### config.mk
export PLATFORM = sky130hd
export DESIGN_NAME = secuenciador_comparador_d_i_flat
export DESIGN_NICKNAME = d
export VERILOG_FILES = /design/src/rtl/secuenciador_comparador_d_i_pkg.sv /design/src/rtl/secuenciador_comparador_d_i_if.sv /design/src/rtl/celda_d_i.sv /design/src/rtl/secuenciador_comparador_d_i.sv /design/src/flat_wrapper.sv
export SDC_FILE = /design/constraint.sdc
export NUM_CORES = 1
export LEC_CHECK = 0
export ABC_AREA = 1
export ABC_CLOCK_PERIOD_IN_PS = 2330
export CORE_MARGIN = 3
export CORE_UTILIZATION = 48
export CTS_CLUSTER_SIZE = 24
export DETAILED_ROUTE_END_ITERATION = 8
export MAX_ROUTING_LAYER = met4
export PLACE_DENSITY = 0.82
export SLEW_MARGIN = 5
export SYNTH_ARGS = -nofsm -noshare
export SYNTH_HDL_FRONTEND = slang
export SYNTH_SLANG_ARGS = --single-unit
export TNS_END_PERCENT = 1
### constraint.sdc
create_clock -name clk -period 2.33 [get_ports clk]
set_clock_uncertainty 0.2 [all_clocks]
set_input_delay 0.466 -clock clk [delete_from_list [all_inputs] [get_ports clk]]
set_output_delay 0.466 -clock clk [all_outputs]
set_load 0.01 [all_outputs]
### src/rtl/secuenciador_comparador_d_i_pkg.sv
// Shared definitions for the bit-serial unsigned comparator: FSM encodings and default operand width.
package secuenciador_comparador_d_i_pkg;

  localparam int DEFAULT_WIDTH = 3;

  typedef enum logic [1:0] {
    IDLE = 2'd0,
    RUN  = 2'd1,
    DONE = 2'd2
  } state_t;

endpackage

### src/rtl/secuenciador_comparador_d_i_if.sv
// Operand/result handshake bundle for secuenciador_comparador_d_i.
// The igual signal exists only when COMPARE_IGUAL_EN is defined.
interface secuenciador_comparador_d_i_if
  import secuenciador_comparador_d_i_pkg::*;
#(
  parameter int WIDTH = DEFAULT_WIDTH
);

  logic             start_valid;
  logic             start_ready;
  logic [WIDTH-1:0] palabraA;
  logic [WIDTH-1:0] palabraB;
  logic             resultado;
  logic             resultado_valid;
  logic             resultado_ready;
  logic             busy;
`ifdef COMPARE_IGUAL_EN
  logic             igual;
`endif

  modport master (
    output start_valid,
    output palabraA,
    output palabraB,
    output resultado_ready,
    input  start_ready,
    input  resultado,
    input  resultado_valid,
`ifdef COMPARE_IGUAL_EN
    input  igual,
`endif
    input  busy
  );

  modport slave (
    input  start_valid,
    input  palabraA,
    input  palabraB,
    input  resultado_ready,
    output start_ready,
    output resultado,
    output resultado_valid,
`ifdef COMPARE_IGUAL_EN
    output igual,
`endif
    output busy
  );

endinterface

### src/rtl/celda_d_i.sv
// One-bit greater-than cell: propagates "A > B so far" from the less significant bits.
module celda_d_i (
  input  logic a,
  input  logic b,
  input  logic c_in,
  output logic c_out
);

  // A strictly greater bit wins; an equal bit passes the lower-order verdict through.
  assign c_out = (a & ~b) | (~(a ^ b) & c_in);

endmodule

### src/rtl/secuenciador_comparador_d_i.sv
// Bit-serial unsigned comparator: latches two operands and walks them LSB first through one cell.
// Optional feature macro: COMPARE_IGUAL_EN adds the registered equality flag igual.
module secuenciador_comparador_d_i
  import secuenciador_comparador_d_i_pkg::*;
#(
  parameter int WIDTH = DEFAULT_WIDTH
) (
  input logic                          clk,
  input logic                          reset,
  secuenciador_comparador_d_i_if.slave bus
);

  localparam int               IDX_W    = $clog2(WIDTH + 1);
  localparam logic [IDX_W-1:0] IDX_LAST = IDX_W'(WIDTH - 1);
  localparam logic [IDX_W-1:0] IDX_ONE  = IDX_W'(1);

  state_t           state_q;
  logic [IDX_W-1:0] idx_q;
  logic [WIDTH-1:0] a_q;
  logic [WIDTH-1:0] b_q;
  logic             carry_q;
  logic             resultado_q;
  logic             valid_q;
  logic             busy_q;
  logic             ready_q;
  logic             a_bit_d;
  logic             b_bit_d;
  logic             carry_d;

  // Bit selection by mask keeps the index free of width-mismatch concerns for any WIDTH.
  assign a_bit_d = |(a_q & (WIDTH'(1) << idx_q));
  assign b_bit_d = |(b_q & (WIDTH'(1) << idx_q));

  celda_d_i u_celda (
    .a     (a_bit_d),
    .b     (b_bit_d),
    .c_in  (carry_q),
    .c_out (carry_d)
  );

`ifdef COMPARE_IGUAL_EN
  logic eq_acc_q;
  logic igual_q;
  logic eq_bit_d;

  assign eq_bit_d  = ~(a_bit_d ^ b_bit_d);
  assign bus.igual = igual_q;
`endif

  assign bus.start_ready     = ready_q;
  assign bus.busy            = busy_q;
  assign bus.resultado       = resultado_q;
  assign bus.resultado_valid = valid_q;

  // Sequencer: accept in IDLE, one bit per cycle in RUN, hold the verdict in DONE until taken.
  always_ff @(posedge clk or posedge reset) begin
    if (reset) begin
      state_q     <= IDLE;
      idx_q       <= '0;
      a_q         <= '0;
      b_q         <= '0;
      carry_q     <= 1'b0;
      resultado_q <= 1'b0;
      valid_q     <= 1'b0;
      busy_q      <= 1'b0;
      ready_q     <= 1'b1;
`ifdef COMPARE_IGUAL_EN
      eq_acc_q    <= 1'b0;
      igual_q     <= 1'b0;
`endif
    end else begin
      case (state_q)
        IDLE: begin
          if (bus.start_valid) begin
            a_q      <= bus.palabraA;
            b_q      <= bus.palabraB;
            idx_q    <= '0;
            carry_q  <= 1'b0;
            busy_q   <= 1'b1;
            ready_q  <= 1'b0;
            state_q  <= RUN;
`ifdef COMPARE_IGUAL_EN
            eq_acc_q <= 1'b1;
`endif
          end else begin
            state_q <= IDLE;
          end
        end
        RUN: begin
          carry_q  <= carry_d;
`ifdef COMPARE_IGUAL_EN
          eq_acc_q <= eq_acc_q & eq_bit_d;
`endif
          if (idx_q == IDX_LAST) begin
            // The index parks on the last bit so it never leaves 0..WIDTH-1.
            resultado_q <= carry_d;
            valid_q     <= 1'b1;
            busy_q      <= 1'b0;
            state_q     <= DONE;
`ifdef COMPARE_IGUAL_EN
            igual_q     <= eq_acc_q & eq_bit_d;
`endif
          end else begin
            idx_q <= idx_q + IDX_ONE;
          end
        end
        DONE: begin
          if (bus.resultado_ready) begin
            valid_q <= 1'b0;
            ready_q <= 1'b1;
            state_q <= IDLE;
          end else begin
            state_q <= DONE;
          end
        end
        default: begin
          state_q <= IDLE;
          valid_q <= 1'b0;
          busy_q  <= 1'b0;
          ready_q <= 1'b1;
        end
      endcase
    end
  end

endmodule

### src/flat_wrapper.sv
// flat-port wrapper written by rule: the top's interface ports become plain ports
module secuenciador_comparador_d_i_flat import secuenciador_comparador_d_i_pkg::*;
#(
  parameter int WIDTH = DEFAULT_WIDTH
)
  (clk, reset, bus_start_valid, bus_palabraA, bus_palabraB, bus_resultado_ready, bus_start_ready, bus_resultado, bus_resultado_valid, bus_busy);
  secuenciador_comparador_d_i_if #(.WIDTH(WIDTH)) bus_i ();
  input logic clk;
  input logic reset;
  input wire logic [$bits(bus_i.start_valid)-1:0] bus_start_valid;
  input wire logic [$bits(bus_i.palabraA)-1:0] bus_palabraA;
  input wire logic [$bits(bus_i.palabraB)-1:0] bus_palabraB;
  input wire logic [$bits(bus_i.resultado_ready)-1:0] bus_resultado_ready;
  output wire logic [$bits(bus_i.start_ready)-1:0] bus_start_ready;
  output wire logic [$bits(bus_i.resultado)-1:0] bus_resultado;
  output wire logic [$bits(bus_i.resultado_valid)-1:0] bus_resultado_valid;
  output wire logic [$bits(bus_i.busy)-1:0] bus_busy;
  assign bus_i.start_valid = bus_start_valid;
  assign bus_i.palabraA = bus_palabraA;
  assign bus_i.palabraB = bus_palabraB;
  assign bus_i.resultado_ready = bus_resultado_ready;
  assign bus_start_ready = bus_i.start_ready;
  assign bus_resultado = bus_i.resultado;
  assign bus_resultado_valid = bus_i.resultado_valid;
  assign bus_busy = bus_i.busy;
  secuenciador_comparador_d_i #(.WIDTH(WIDTH)) u_core (.clk(clk), .reset(reset), .bus(bus_i));
endmodule
==> results of run 1 <==
[layout make-up]
class                           count  area, um2
Inverter                           11      46.29
Fill cell                         115      476.7
Tap cell                           15      18.77
Clock buffer                        4      26.28
Sequential cell                    15      376.6
Multi-Input combinational cell     58      291.5
Timing Repair Buffer               13      130.1
[metal layers]
| layer | global-route usage | vias up | part of all wire |
|---|---|---|---|
| met5 | - | - | 0 |
| met4 | 0.1404 | 0 | 0.034 |
| met3 | 0.02390 | 4 | 0.064 |
| met2 | 0.2407 | 23 | 0.48 |
| met1 | 0.1858 | 265 | 0.42 |
| li1 | - | 295 | - |
[report_power, final]
group / leakage, nW / switching (mW) / internal (mW)
clock network: 0.0150 / 0.0793 / 0.0665
logic: 0.265 / 0.282 / 0.216
registers: 0.186 / 0.0822 / 0.383
[worst paths after layout]
check / start / to / slack [ps]
worst max-delay path: u_core.bus.start_ready$_DFFE_PP1P_ / bus_start_ready / 320
worst min-delay path: u_core.bus.start_ready$_DFFE_PP1P_ / u_core.bus.start_ready$_DFFE_PP1P_ / 260
worst max register to register: u_core.idx_q[0]$_DFFE_PP0P_ / u_core.bus.resultado$_DFFE_PP0P_ / 580
worst min register to register: u_core.bus.start_ready$_DFFE_PP1P_ / u_core.bus.start_ready$_DFFE_PP1P_ / 260
max in group asynchronous: reset / u_core.bus.start_ready$_DFFE_PP1P_ / 1230
min in group asynchronous: reset / u_core.idx_q[0]$_DFFE_PP0P_ / 330
[sequential cells by signal, indices dropped and copies added, names as in the netlist, 2 cells and up]
signal,flops
u_core.a_q,3
u_core.b_q,3
u_core.idx_q,2
u_core.state_q,2
[synthesized netlist by cell type]
| cell | count |
|---|---|
| nand2_1 | 34 |
| dfrtp_1 | 14 |
| inv_1 | 8 |
| nand3_1 | 7 |
| ha_1 | 4 |
| o21ai_1 | 4 |
| nand2_2 | 3 |
| a21oi_1 | 2 |
| inv_2 | 2 |
| nor2_2 | 2 |
| buf_6 | 1 |
| dfstp_2 | 1 |
| inv_6 | 1 |
| nand3_2 | 1 |
| nand3b_1 | 1 |
[per-stage QoR]
step | instance area (um2) | util | power [mW] | hold slack, ps | worst slack [ps]
after global routing | 889.6 | 0.6511 | 1.212 | 294.0 | 281.8
after floorplan | 725.7 | - | 0.8166 | 166.8 | 721.7
final | 889.6 | 0.6511 | 1.109 | 263.5 | 324.4
after global placement | 863.3 | 0.6319 | 0.9444 | 252.4 | 604.3
after CTS | 889.6 | 0.6511 | 1.120 | 266.2 | 308.5
after detailed placement | 863.3 | 0.6319 | 0.9707 | 252.9 | 609.4
[kinds of logic (layout without fill, tap and decap cells)]
family / count (synthesis) / in the layout / synth area share
flip-flops: 15 / 15 / 0.5190
AND/OR/NAND/NOR: 48 / 48 / 0.2914
adder cells (fa/ha/maj): 4 / 4 / 0.06897
buffers and inverters: 12 / 28 / 0.07932
AO/OA/AOI/OAI: 6 / 6 / 0.04138
==> results.sh, run 1 <==
export IMPL_status="finished clean"
export IMPL_final_common_cell="nand2_1"
export IMPL_ys_seq_elements=15
export IMPL_mostFrequentLayoutCells="34 x nand2_1, 14 x dfrtp_1, 13 x clkdlybuf4s50_1, 8 x inv_1, 7 x nand3_1"
export IMPL_cts_sinks=15
export IMPL_synth_top_area_share=0.4828
export IMPL_crit_path_cell_trace="clkdlybuf4s50_1"
export IMPL_io_buffers=13
export IMPL_drive_gt1_frac=0.1287
export IMPL_p_per_area_nw_per_um2=1246
export IMPL_cp_data_required_time_ps=1660
export IMPL_clkTransAtPathRegs_ps=80
export IMPL_synth_area_leaders="dfrtp_1 48%, nand2_1 18%, ha_1 6.9%, nand3_1 4.8%, inv_1 4.1%"
export IMPL_cts_resized=0
export IMPL_finalCriticalPeriod_ps=2006
export IMPL_finalNetCount=116
export IMPL_wl_per_cell_um=11.19
export IMPL_crit_slowest_cell="dfstp_2"
export IMPL_area_delta_synth_final_pct=22.59
export IMPL_max_stage_delay_ps=540
export IMPL_wirelength_um=1298
export IMPL_critical_path_top_delay_family="flip-flops"
export IMPL_drcViolationCount=0
export IMPL_cts_tree="done"
export IMPL_grt_pass1_vias=540
export IMPL_gp_congestion=0.7332
export IMPL_drv_slew=0
export IMPL_fin_setup_tns_ps=0
export IMPL_drt_vias_per_instance=5.060
export IMPL_vias=587
export IMPL_crit_path_max_fanout=2
export IMPL_finalCritPeriodShare=0.8608
export IMPL_syn_avg_cell_area_um2=8.538
export IMPL_io_pins=14
export IMPL_synthCells=85
export IMPL_critPathBufInv=1
export IMPL_clockRootBuffer="clkbuf_4"
export IMPL_clk_latency_ps=280
export IMPL_holdCritPathClass="flip-flop to flip-flop"
export IMPL_maxCapViolations=0
export IMPL_grt_antenna_before_repair=0
export IMPL_cts_setup_buffers=0
export IMPL_yosys_area_top_type="dfrtp_1"
export IMPL_cts_buffer_depth=2
export IMPL_ir_worst_vdd_mv=0.5844
export IMPL_chipHeight_um=44.88
export IMPL_reg2regPathDepth=8
export IMPL_arrival_ps=1340
export IMPL_rsz0062_at_grt="no"
export IMPL_p_leak_nw=0.4658
export IMPL_yosysUniqueCellTypes=15
export IMPL_stdcell_count=116
export IMPL_place_inst=112
export IMPL_synth_net_count=99
export IMPL_fmax_ghz=0.4986
export IMPL_drt_iter0_drc=23
export IMPL_grt_pass1_wl_um=2194
export IMPL_timing_final_hold_violations=0
export IMPL_core_um2=1366
export IMPL_crit_cells=1
export IMPL_start_kind="flip-flop"
export IMPL_worst_pin_slew_ps=561.1
export IMPL_grt_ovfl_total=0
export IMPL_fp_row_count=13
export IMPL_setup_violations_final=0
export IMPL_ant_nets=0
export IMPL_initial_utilization=0.5311
export IMPL_yosysWarnings=0
export IMPL_track_usage=0.1607
export IMPL_slew_headroom=0.6255
export IMPL_cts_inserted_buffers=3
export IMPL_crit_path_end_kind="output port"
export IMPL_die_area_um2=2014
export IMPL_hold_buffers=0
export IMPL_antenna_cells=0
export IMPL_worstSetupPathType="flip-flop to output port"
export IMPL_die_w_um=44.88
export IMPL_grt_max_degree=16
export IMPL_yosysSeqAreaShare=0.5190
export IMPL_htreeDepth=1
export IMPL_first_pass_iters=4
export IMPL_hpwl_um=1018
export IMPL_min_path_cells=2
export IMPL_syn_area_um2=725.7
No activity file was read; power rests on OpenSTA's default activity.
==> run 2, diff against run 1 <==
- CORE_UTILIZATION: 48 -> 52
- CTS_BUF_LIST: not set -> sky130_fd_sc_hd__clkbuf_2
- PLACE_DENSITY: 0.82 -> 0.87
==> results.sh, run 2 (synthesis gave the netlist of run 1 again) <==
export IMPL_final_common_cell="nand2_1"
export IMPL_hold_buffers=0
export IMPL_highest_layer="met4"
export IMPL_cts_buffer_depth=2
export IMPL_reg_largest_list="u_core.a_q x3, u_core.b_q x3"
export IMPL_htreeDepth=1
export IMPL_die_w_um=43.36
export IMPL_finalCriticalPeriod_ps=2041
export IMPL_drt_iter0_drc=23
export IMPL_wl_met1_um=583
export IMPL_wirelength_um=1416
export IMPL_ir_worst_vdd_mv=0.6376
export IMPL_timing_final_hold_violations=0
export IMPL_setup_violations_final=0
export IMPL_holdCritPathClass="input port to asynchronous set/reset pin"
export IMPL_stdcell_count=115
export IMPL_wl_per_cell_um=12.31
export IMPL_fp_row_count=12
export IMPL_fmax_ghz=0.4899
export IMPL_clkTransAtPathRegs_ps=150
export IMPL_multi_input_area_um2=291.5
export IMPL_finalNetCount=116
export IMPL_p_leak_nw=0.4672
export IMPL_cts_tree="done"
export IMPL_fin_area_um2=882.1
export IMPL_crit_start="u_core.bus.start_ready$_DFFE_PP1P_"
export IMPL_drv_slew=0
export IMPL_crit_path_end_kind="output port"
export IMPL_hpwl_um=1098
export IMPL_io_pins=14
export IMPL_critical_path_top_delay_family="flip-flops"
export IMPL_crit_slowest_cell="dfstp_2"
export IMPL_rsz0062_at_grt="no"
export IMPL_first_pass_iters=4
export IMPL_cts_setup_buffers=0
export IMPL_worstSetupPathType="flip-flop to output port"
export IMPL_grt_max_degree=16
export IMPL_worst_pin_slew_ps=542.7
export IMPL_regArea_um2=376.6
export IMPL_met3_length_um=83
export IMPL_cts_resized=0
export IMPL_p_per_area_nw_per_um2=1247
export IMPL_area_delta_synth_final_pct=21.55
export IMPL_r2r_start="u_core.idx_q[0]$_DFFE_PP0P_"
export IMPL_status="finished clean"
export IMPL_drcViolationCount=0
export IMPL_crit_path_cell_trace="clkdlybuf4s50_1"
export IMPL_timing_rr_end="u_core.bus.resultado$_DFFE_PP0P_"
export IMPL_r2r_slack_ps=560
export IMPL_chipHeight_um=43.36
export IMPL_grt_ovfl_total=0
export IMPL_wl_met2_um=727
export IMPL_grt_pass1_wl_um=2332
export IMPL_postPlaceCellArea_um2=862.1
export IMPL_clk_latency_ps=290
export IMPL_io_buffers=13
export IMPL_fin_setup_tns_ps=0
export IMPL_max_stage_delay_ps=560
export IMPL_critPathBufInv=1
export IMPL_crit_path_max_fanout=2
export IMPL_slew_headroom=0.6378
export IMPL_drt_vias_per_instance=5.113
export IMPL_finalCritPeriodShare=0.8762
export IMPL_arrival_ps=1380
export IMPL_vias=588
export IMPL_initial_utilization=0.6042
export IMPL_drive_gt1_frac=0.1386
export IMPL_maxCapViolations=0
export IMPL_antenna_cells=0
export IMPL_core_um2=1201
export IMPL_finalPower_mw=1.100
export IMPL_ant_nets=0
export IMPL_grt_antenna_before_repair=0
export IMPL_die_area_um2=1880
export IMPL_mostFrequentLayoutCells="34 x nand2_1, 14 x dfrtp_1, 13 x clkdlybuf4s50_1, 8 x inv_1, 7 x nand3_1"
export IMPL_clockRootBuffer="clkbuf_2"
export IMPL_fill_cells=101
export IMPL_cp_data_required_time_ps=1660
export IMPL_cts_sinks=15
export IMPL_cts_inserted_buffers=3
export IMPL_track_usage=0.1725
export IMPL_place_inst=111
export IMPL_gp_congestion=0.8041
export IMPL_grt_pass1_vias=549
export IMPL_start_kind="flip-flop"
export IMPL_reg2regPathDepth=8
==> run 2: through the flow <==
stage	util	worst slack [ps]	hold WS, ps
2_1_floorplan	-	721.7	166.8
3_3_place_gp	0.7177	613.3	251.3
3_5_place_dp	0.7177	561.6	264.1
4_1_cts	0.7344	284.2	299.8
5_1_grt	0.7344	257.9	314.1
6_report	0.7344	288.6	290.7
==> run 2: layout make-up <==
type / count / area share
multi-input combinational: 58 / 0.3305
clock inverter: 1 / 0.005674
timing repair buffer: 13 / 0.1475
sequential: 15 / 0.4270
tap: 14 / 0.01986
inverter: 11 / 0.05248
clock buffer: 3 / 0.01702
==> run 2: worst max path at each step <==
| stage | endpoint | slack (ps) | depth (start not counted) |
|---|---|---|---|
| 6_report | bus_start_ready | 290 | 1 |
| 5_1_grt | bus_start_ready | 260 | 1 |
| 4_1_cts | bus_start_ready | 280 | 1 |
| 3_5_place_dp | u_core.idx_q[0]$_DFFE_PP0P_ | 560 | 4 |
| 3_3_place_gp | u_core.idx_q[1]$_DFFE_PP0P_ | 610 | 5 |
| 2_1_floorplan | u_core.bus.resultado$_DFFE_PP0P_ | 720 | 8 |
==> run 2: power breakdown <==
| group | internal, mW | switching, mW |
|---|---|---|
| clock network | 0.0388 | 0.0852 |
| logic | 0.216 | 0.297 |
| registers | 0.381 | 0.0819 |
==> run 2: metal layers <==
metal  vias up  track usage
met5         -            -
met4         0      0.05422
met3         4      0.02490
met2        23       0.2891
met1       267       0.2145
li1        294            -
